===== config.mk =====
export PLATFORM = sky130hd
export DESIGN_NAME = timer_clk_gen
export DESIGN_NICKNAME = d
export VERILOG_FILES = /design/src/rtl/timer_pkg.sv /design/src/rtl/sync_2ff.sv /design/src/rtl/timer_clk_gen.sv
export SDC_FILE = /design/constraint.sdc
export NUM_CORES = 1
export LEC_CHECK = 0
export BUFFER_PORTS_ARGS = -buffer_cell sky130_fd_sc_hd__buf_2
export CAP_MARGIN = 20
export CORE_MARGIN = 1
export CORE_UTILIZATION = 43
export DETAILED_ROUTE_END_ITERATION = 8
export GPL_ROUTABILITY_DRIVEN = 0
export PLACE_DENSITY_LB_ADDON = 0.2
export SLEW_MARGIN = 20
export SYNTH_ARGS = -nofsm -noshare
export SYNTH_HDL_FRONTEND = slang
export SYNTH_SLANG_ARGS = --single-unit

===== constraint.sdc =====
create_clock -name pclk -period 3.9 [get_ports pclk]
set_clock_uncertainty 0.1 [all_clocks]
set_input_delay 0.78 -clock pclk [delete_from_list [all_inputs] [get_ports pclk]]
set_output_delay 0.78 -clock pclk [all_outputs]
set_load 0.02 [all_outputs]

===== src/rtl/timer_pkg.sv =====
// Shared timer constants: prescaler width, divider-select width and prescaler reset value.
// The timer counter uses the same widths so that the timebase and the counter always agree.
package timer_pkg;

    localparam int TMR_CNT_W = 8;
    localparam int TMR_SEL_W = 3;

    localparam logic [TMR_CNT_W-1:0] TMR_CNT_RST = '0;

endpackage


===== src/rtl/sync_2ff.sv =====
// Two-flop synchronizer for a single asynchronous level into the pclk domain.
// Latency: 2 pclk from a stable input to q.
// Backpressure: none; samples every pclk, input pulses must last at least 2 pclk.
module sync_2ff (
    input  logic pclk,
    input  logic presetn,
    input  logic d,
    output logic q
);

    logic meta;

    always_ff @(posedge pclk or negedge presetn) begin
        if (!presetn) begin
            meta <= 1'b0;
            q    <= 1'b0;
        end else begin
            meta <= d;
            q    <= meta;
        end
    end

endmodule


===== src/rtl/timer_clk_gen.sv =====
// Timer timebase: divided-pclk prescaler or synchronized external tick, switched glitch-free.
// Latency: clk_int 1 pclk after cnt in internal mode, 3 pclk after ext_clk in external mode.
// Backpressure: none; select changes wait for the prescaler wrap and are flagged on sel_busy.
module timer_clk_gen
    import timer_pkg::*;
#(
    parameter int CNT_W = TMR_CNT_W,
    parameter int SEL_W = TMR_SEL_W
) (
    input  logic             pclk,
    input  logic             presetn,
    input  logic             div_en,
    input  logic [SEL_W-1:0] div_sel,
    input  logic             ext_sel,
    input  logic             ext_clk,
    output logic             clk_int,
    output logic             sel_busy
);

    localparam logic [CNT_W-1:0] CNT_INIT = CNT_W'(TMR_CNT_RST);

    logic [CNT_W-1:0] cnt;
    logic [SEL_W-1:0] sel_act;
    logic             ext_act;
    logic             ext_sync;
    logic             cnt_wrap;
    logic             sel_load;
    logic             sel_diff;
    logic             clk_nxt;

    sync_2ff u_sync (
        .pclk    (pclk),
        .presetn (presetn),
        .d       (ext_clk),
        .q       (ext_sync)
    );

    // Every selected cnt bit is high at the wrap, so switching there cannot
    // shorten a high phase or create an extra rising edge.
    always_comb begin
        cnt_wrap = (cnt == '1);
        sel_load = !div_en || cnt_wrap;
        sel_diff = (div_sel != sel_act) || (ext_sel != ext_act);
        clk_nxt  = 1'b0;
        if (div_en) begin
            clk_nxt = ext_act ? ext_sync : cnt[sel_act];
        end
    end

    always_ff @(posedge pclk or negedge presetn) begin
        if (!presetn) begin
            cnt <= CNT_INIT;
        end else if (!div_en) begin
            cnt <= CNT_INIT;
        end else begin
            cnt <= cnt + CNT_W'(1);
        end
    end

    always_ff @(posedge pclk or negedge presetn) begin
        if (!presetn) begin
            sel_act <= '0;
            ext_act <= 1'b0;
        end else if (sel_load) begin
            sel_act <= div_sel;
            ext_act <= ext_sel;
        end
    end

    always_ff @(posedge pclk or negedge presetn) begin
        if (!presetn) begin
            clk_int  <= 1'b0;
            sel_busy <= 1'b0;
        end else begin
            clk_int  <= clk_nxt;
            sel_busy <= sel_diff;
        end
    end

endmodule


Yosys cells after proc, flatten, opt, wreduce, memory -nomap -nowiden
Index checks and enable logic that the tools add are counted.
{"block": "word_totals", "ff_bits": 16, "inputBits": 8, "out_inout_bits": 2, "word_cells": 20}
{"block": "classes", "n_addsub": 1, "n_lt_le_gt_ge": 1, "n_eq_ne": 3, "mux": 5, "n_reduce_logical": 3}
{"cell": "$add 8x1->8 const B", "n": 1}
{"cell": "$eq 8x8->1 const B", "n": 1}
{"cell": "$mux 8", "n": 1}
{"cell": "$lt 3x4->1 const B", "n": 1}
{"cell": "$bmux 1 s3", "n": 1}
{"cell": "$mux 1", "n": 3}
{"cell": "$ne 3x3->1", "n": 1}
{"cell": "$logic_or 1x1->1", "n": 2}
{"cell": "$logic_not 1->1", "n": 1}
{"cell": "$ne 1x1->1", "n": 1}

Logic depth before layout (Yosys ltp)
{"block": "logic_depth", "ltp_word": 4, "mapped_depth": 4, "mapped_depth_nobuf": 4}

By module
From an unflattened synthesis, not the netlist that was laid out.
{"block": "hier_totals", "hier_cells": 61, "area_unflattened_um2": 732.0}
{"mod": "timer_clk_gen", "instances": 1, "cells_per_inst": 59, "area_each_um2": 681.9, "seq_area_each_um2": 350.3}
{"mod": "sync_2ff", "instances": 1, "cells_per_inst": 2, "area_each_um2": 50.0, "seq_area_each_um2": 50.0}

Worst setup path before layout
Ideal clock, no wire load.
{"block": "synth_timing", "kind": "register -> register", "start": "reg sel_act[0]", "end": "reg clk_int", "setup_time_ns": 0.130, "arrival_time_ns": 1.195, "t_required_ns": 3.670, "path_slack_ns": 2.474, "path_stages_with_launch": 4, "path_buffers": 0, "period_less_slack_ns": 1.426, "path_cell_list": "dfrtp_1 mux4_2 a22oi_2 a221oi_2"}
{"block": "synth_via", "elab_chain_len": 4}
{"item": "start: declaration", "line_no": "timer_clk_gen.sv:23", "source": "logic [SEL_W-1:0] sel_act;"}
{"item": "start signal: assignment", "line_no": "timer_clk_gen.sv:65", "source": "sel_act <= div_sel;"}
{"item": "$bmux 1 s3", "line_no": "timer_clk_gen.sv:46", "source": "clk_nxt = ext_act ? ext_sync : cnt[sel_act];"}
{"item": "$mux 1 (implied by the code)", "line_no": "timer_clk_gen.sv:46"}
{"item": "$mux 1", "line_no": "timer_clk_gen.sv:46"}
{"item": "$mux 1", "line_no": "timer_clk_gen.sv:45", "source": "if (div_en) begin"}
{"item": "named net clk_nxt", "line_no": "timer_clk_gen.sv:29", "source": "logic clk_nxt;"}
{"item": "end signal: assignment", "line_no": "timer_clk_gen.sv:75", "source": "clk_int <= clk_nxt;"}
{"item": "end: declaration", "line_no": "timer_clk_gen.sv:16", "source": "output logic clk_int,"}
The timed path passes the listed nets, and every way through them passes these cells. The select of a mux whose other input is x is not followed.
A chain may end at the register's enable or synchronous reset.

Worst setup path in the final report
{"block": "layout_timing", "start": "reg clk_int", "end": "out clk_int"}
No word-level cell between the ends.

==> flow_summary.yaml <==
run_status:
  status: "finished, final reports clean"
sta:
  fin_tns_setup_ns: 0
  post-route-min-period_ns: 1.66
  hold_viol: 0
  slew_headroom_pct: 77.1
  slew_viol_final: 0
  finalSetupViolations: 0
  worstMarginPinSlew_ns: 0.344
  finalCritPeriodShare_pct: 42.7
  grt_setup_unrepaired: "false"
  fmax_mhz: 601
layout:
  syn2layout_area_growth_pct: 12.0
  finalNetCount: 84
  instances_no_fill: 89
  final_common_cell: "dfrtp_1"
  final_cell_mix: "16 x dfrtp_1, 9 x buf_2, 5 x nor2_1, 5 x xnor2_1"
  drive_above_1_share_pct: 27.4
  diodes: 0
  regArea_um2: 400
  fillers: 147
  multiInputGateArea_um2: 320
power:
  p_total_uw: 302
  p_leak_nw: 0.352
  p_int_uw: 229
  cellPowerDensity_nw_per_um2: 369
  power.clock.fraction_pct: 26.6
  combinationalPowerShare_pct: 11.9
  p_seq_share_pct: 61.4
  switchingPower_uw: 72.6
  p_sw_share_pct: 24.0
  ir_drop_uv: 202
hold_path:
  hold_path_depth: 0
  holdCritPathClass: "reg -> reg"
run:
  drv_cap: 0
synth:
  ys_seq_area_share_pct: 54.7
  ys_warn_count: 0
  synth_nets: 70
  synthCells: 61
  synth_flop_cell: "dfrtp_1"
  ys_types: 20
  syn_area_um2: 732
  synth_edf_count: 0
  synth.avg_cell_area_um2: 12.0
  async_flop_share_pct: 100
  ys_ff_latch: 16
setup_path:
  crit_buf_inv: 1
  crit_path_end_kind: "output pin"
  startpoint_type: "register"
  cp_max_fo: 1
  crit_chain: "buf_2"
  crit_arrival_ns: 0.78
  cp.depth: 1
  crit_family: "flip-flops"
  worstRegToRegCells: 4
  worstSetupPathType: "reg -> out"
  crit_slowest_cell: "dfrtp_1"
  critical-path-max-stage-delay_ns: 0.36
  crit_required_ns: 3.02
floorplanning:
  die_h_um: 43.3
  rows: 14
  die_w_um: 43.3
  core_um2: 1540
  start_util_pct: 47.5
  dieArea_um2: 1870
  ios: 10
cts:
  cts_hold_buf: 0
  clk_path_buf_depth: 2
  clk-insertion-delay-late_ns: 0.27
  cts_setup_buffers: 0
  cts.sink_count: 16
  cts_made_buffers: 3
  clk_pin_slew_ns: 0.08
  cts_resized: 0
  tritoncts: "yes"
  clockRootBuffer: "clkbuf_4"
  h-tree-depth: 1
placement:
  place_inst: 86
  port_buffers: 9
drt:
  drt-total-wl_um: 1220
  wire_per_inst_um: 13.7
  dr.pass1.iters: 4
  drc: 0
  drtIter0Drc: 16
  ant_nets: 0
  vias: 492
  routed_via_density: 5.53
grt:
  grt_pass1_vias: 462
  track_usage_pct: 15.5
  grt_max_degree: 17
  overflow: 0
  antenna_found_initial: 0
  grt_pass1_wl_um: 2050
flip-flops by register name, summed over array words and instances (netlist names):
register / count
clk_int: 1
cnt: 8
ext_act: 1
sel_act: 3
sel_busy: 1
u_sync.meta: 1
u_sync.q: 1
worst paths after layout:
path / startpoint / end / slack (ns)
max in group asynchronous: presetn / cnt[1] / 3.15
min reg2reg: u_sync.meta / u_sync.q / 0.26
min in group asynchronous: presetn / clk_int / 0.30
max: clk_int / clk_int / 2.24
min: u_sync.meta / u_sync.q / 0.26
max reg2reg: cnt[0] / sel_act[1] / 2.36
worst register-to-register path, cell delays in order (launching register included):
cell,delay [ns]
dfrtp_1,0.39
ha_1,0.25
nand3_1,0.11
o21ai_2,0.22
mux2_1,0.36
power by group through the flow:
stage	clock, mW	combinational, mW	sequential, mW
after floorplan	0	0.0218	0.189
after global placement	0	0.0361	0.188
after detailed placement	0	0.0365	0.189
after CTS	0.0844	0.0368	0.185
after global routing	0.0939	0.0401	0.187
final	0.0804	0.0361	0.186
cell usage after synthesis, types with 2 or more instances:
master	count	area (µm²)
dfrtp_1	16	400
a21oi_1	3	15.0
nor2_1	5	18.8
xor2_1	2	17.5
mux2_2	4	45.0
xnor2_1	5	43.8
nand3_1	4	20.0
or3_1	3	18.8
nand2_1	2	7.51
mux2_1	2	22.5
inv_1	3	11.3
nand4_1	2	12.5
o21ai_0	3	15.0
routing by layer:
layer  vias to the layer above  track usage (%)  routed length (µm)
met5                         -                0                   0
met4                         0             9.09                  13
met3                         2             5.11                  57
met2                        14             22.1                 522
met1                       233             20.4                 630
li1                        243                -                   -
cell families after synthesis:
logic type,synth area share (%)
adder cells (fa/ha/maj),1.71
XOR/XNOR,8.38
AO/OA/AOI/OAI,9.91
multiplexers,12.3
AND/OR/NAND/NOR,11.5
buffers and inverters,1.54
flip-flops,54.7
area by class of cell:
cell class,instances,share of cell area [%]
Sequential cell,16,48.9
Multi-Input combinational cell,42,39.1
Timing Repair Buffer,9,5.50
Clock buffer,3,2.75
Tap cell,16,2.44
Inverter,3,1.37
through the flow:
stage | hold slack, ns | cell area, µm² | setup WS [ns] | utilization (%)
after global placement | 0.244 | 797 | 2.33 | 51.7
after CTS | 0.265 | 820 | 2.22 | 53.2
after global routing | 0.275 | 820 | 2.19 | 53.2
final | 0.262 | 820 | 2.24 | 53.2
after detailed placement | 0.246 | 797 | 2.31 | 51.7
after floorplan | 0.231 | 732 | 2.47 | -
No activity file was read; power rests on OpenSTA's default activity.
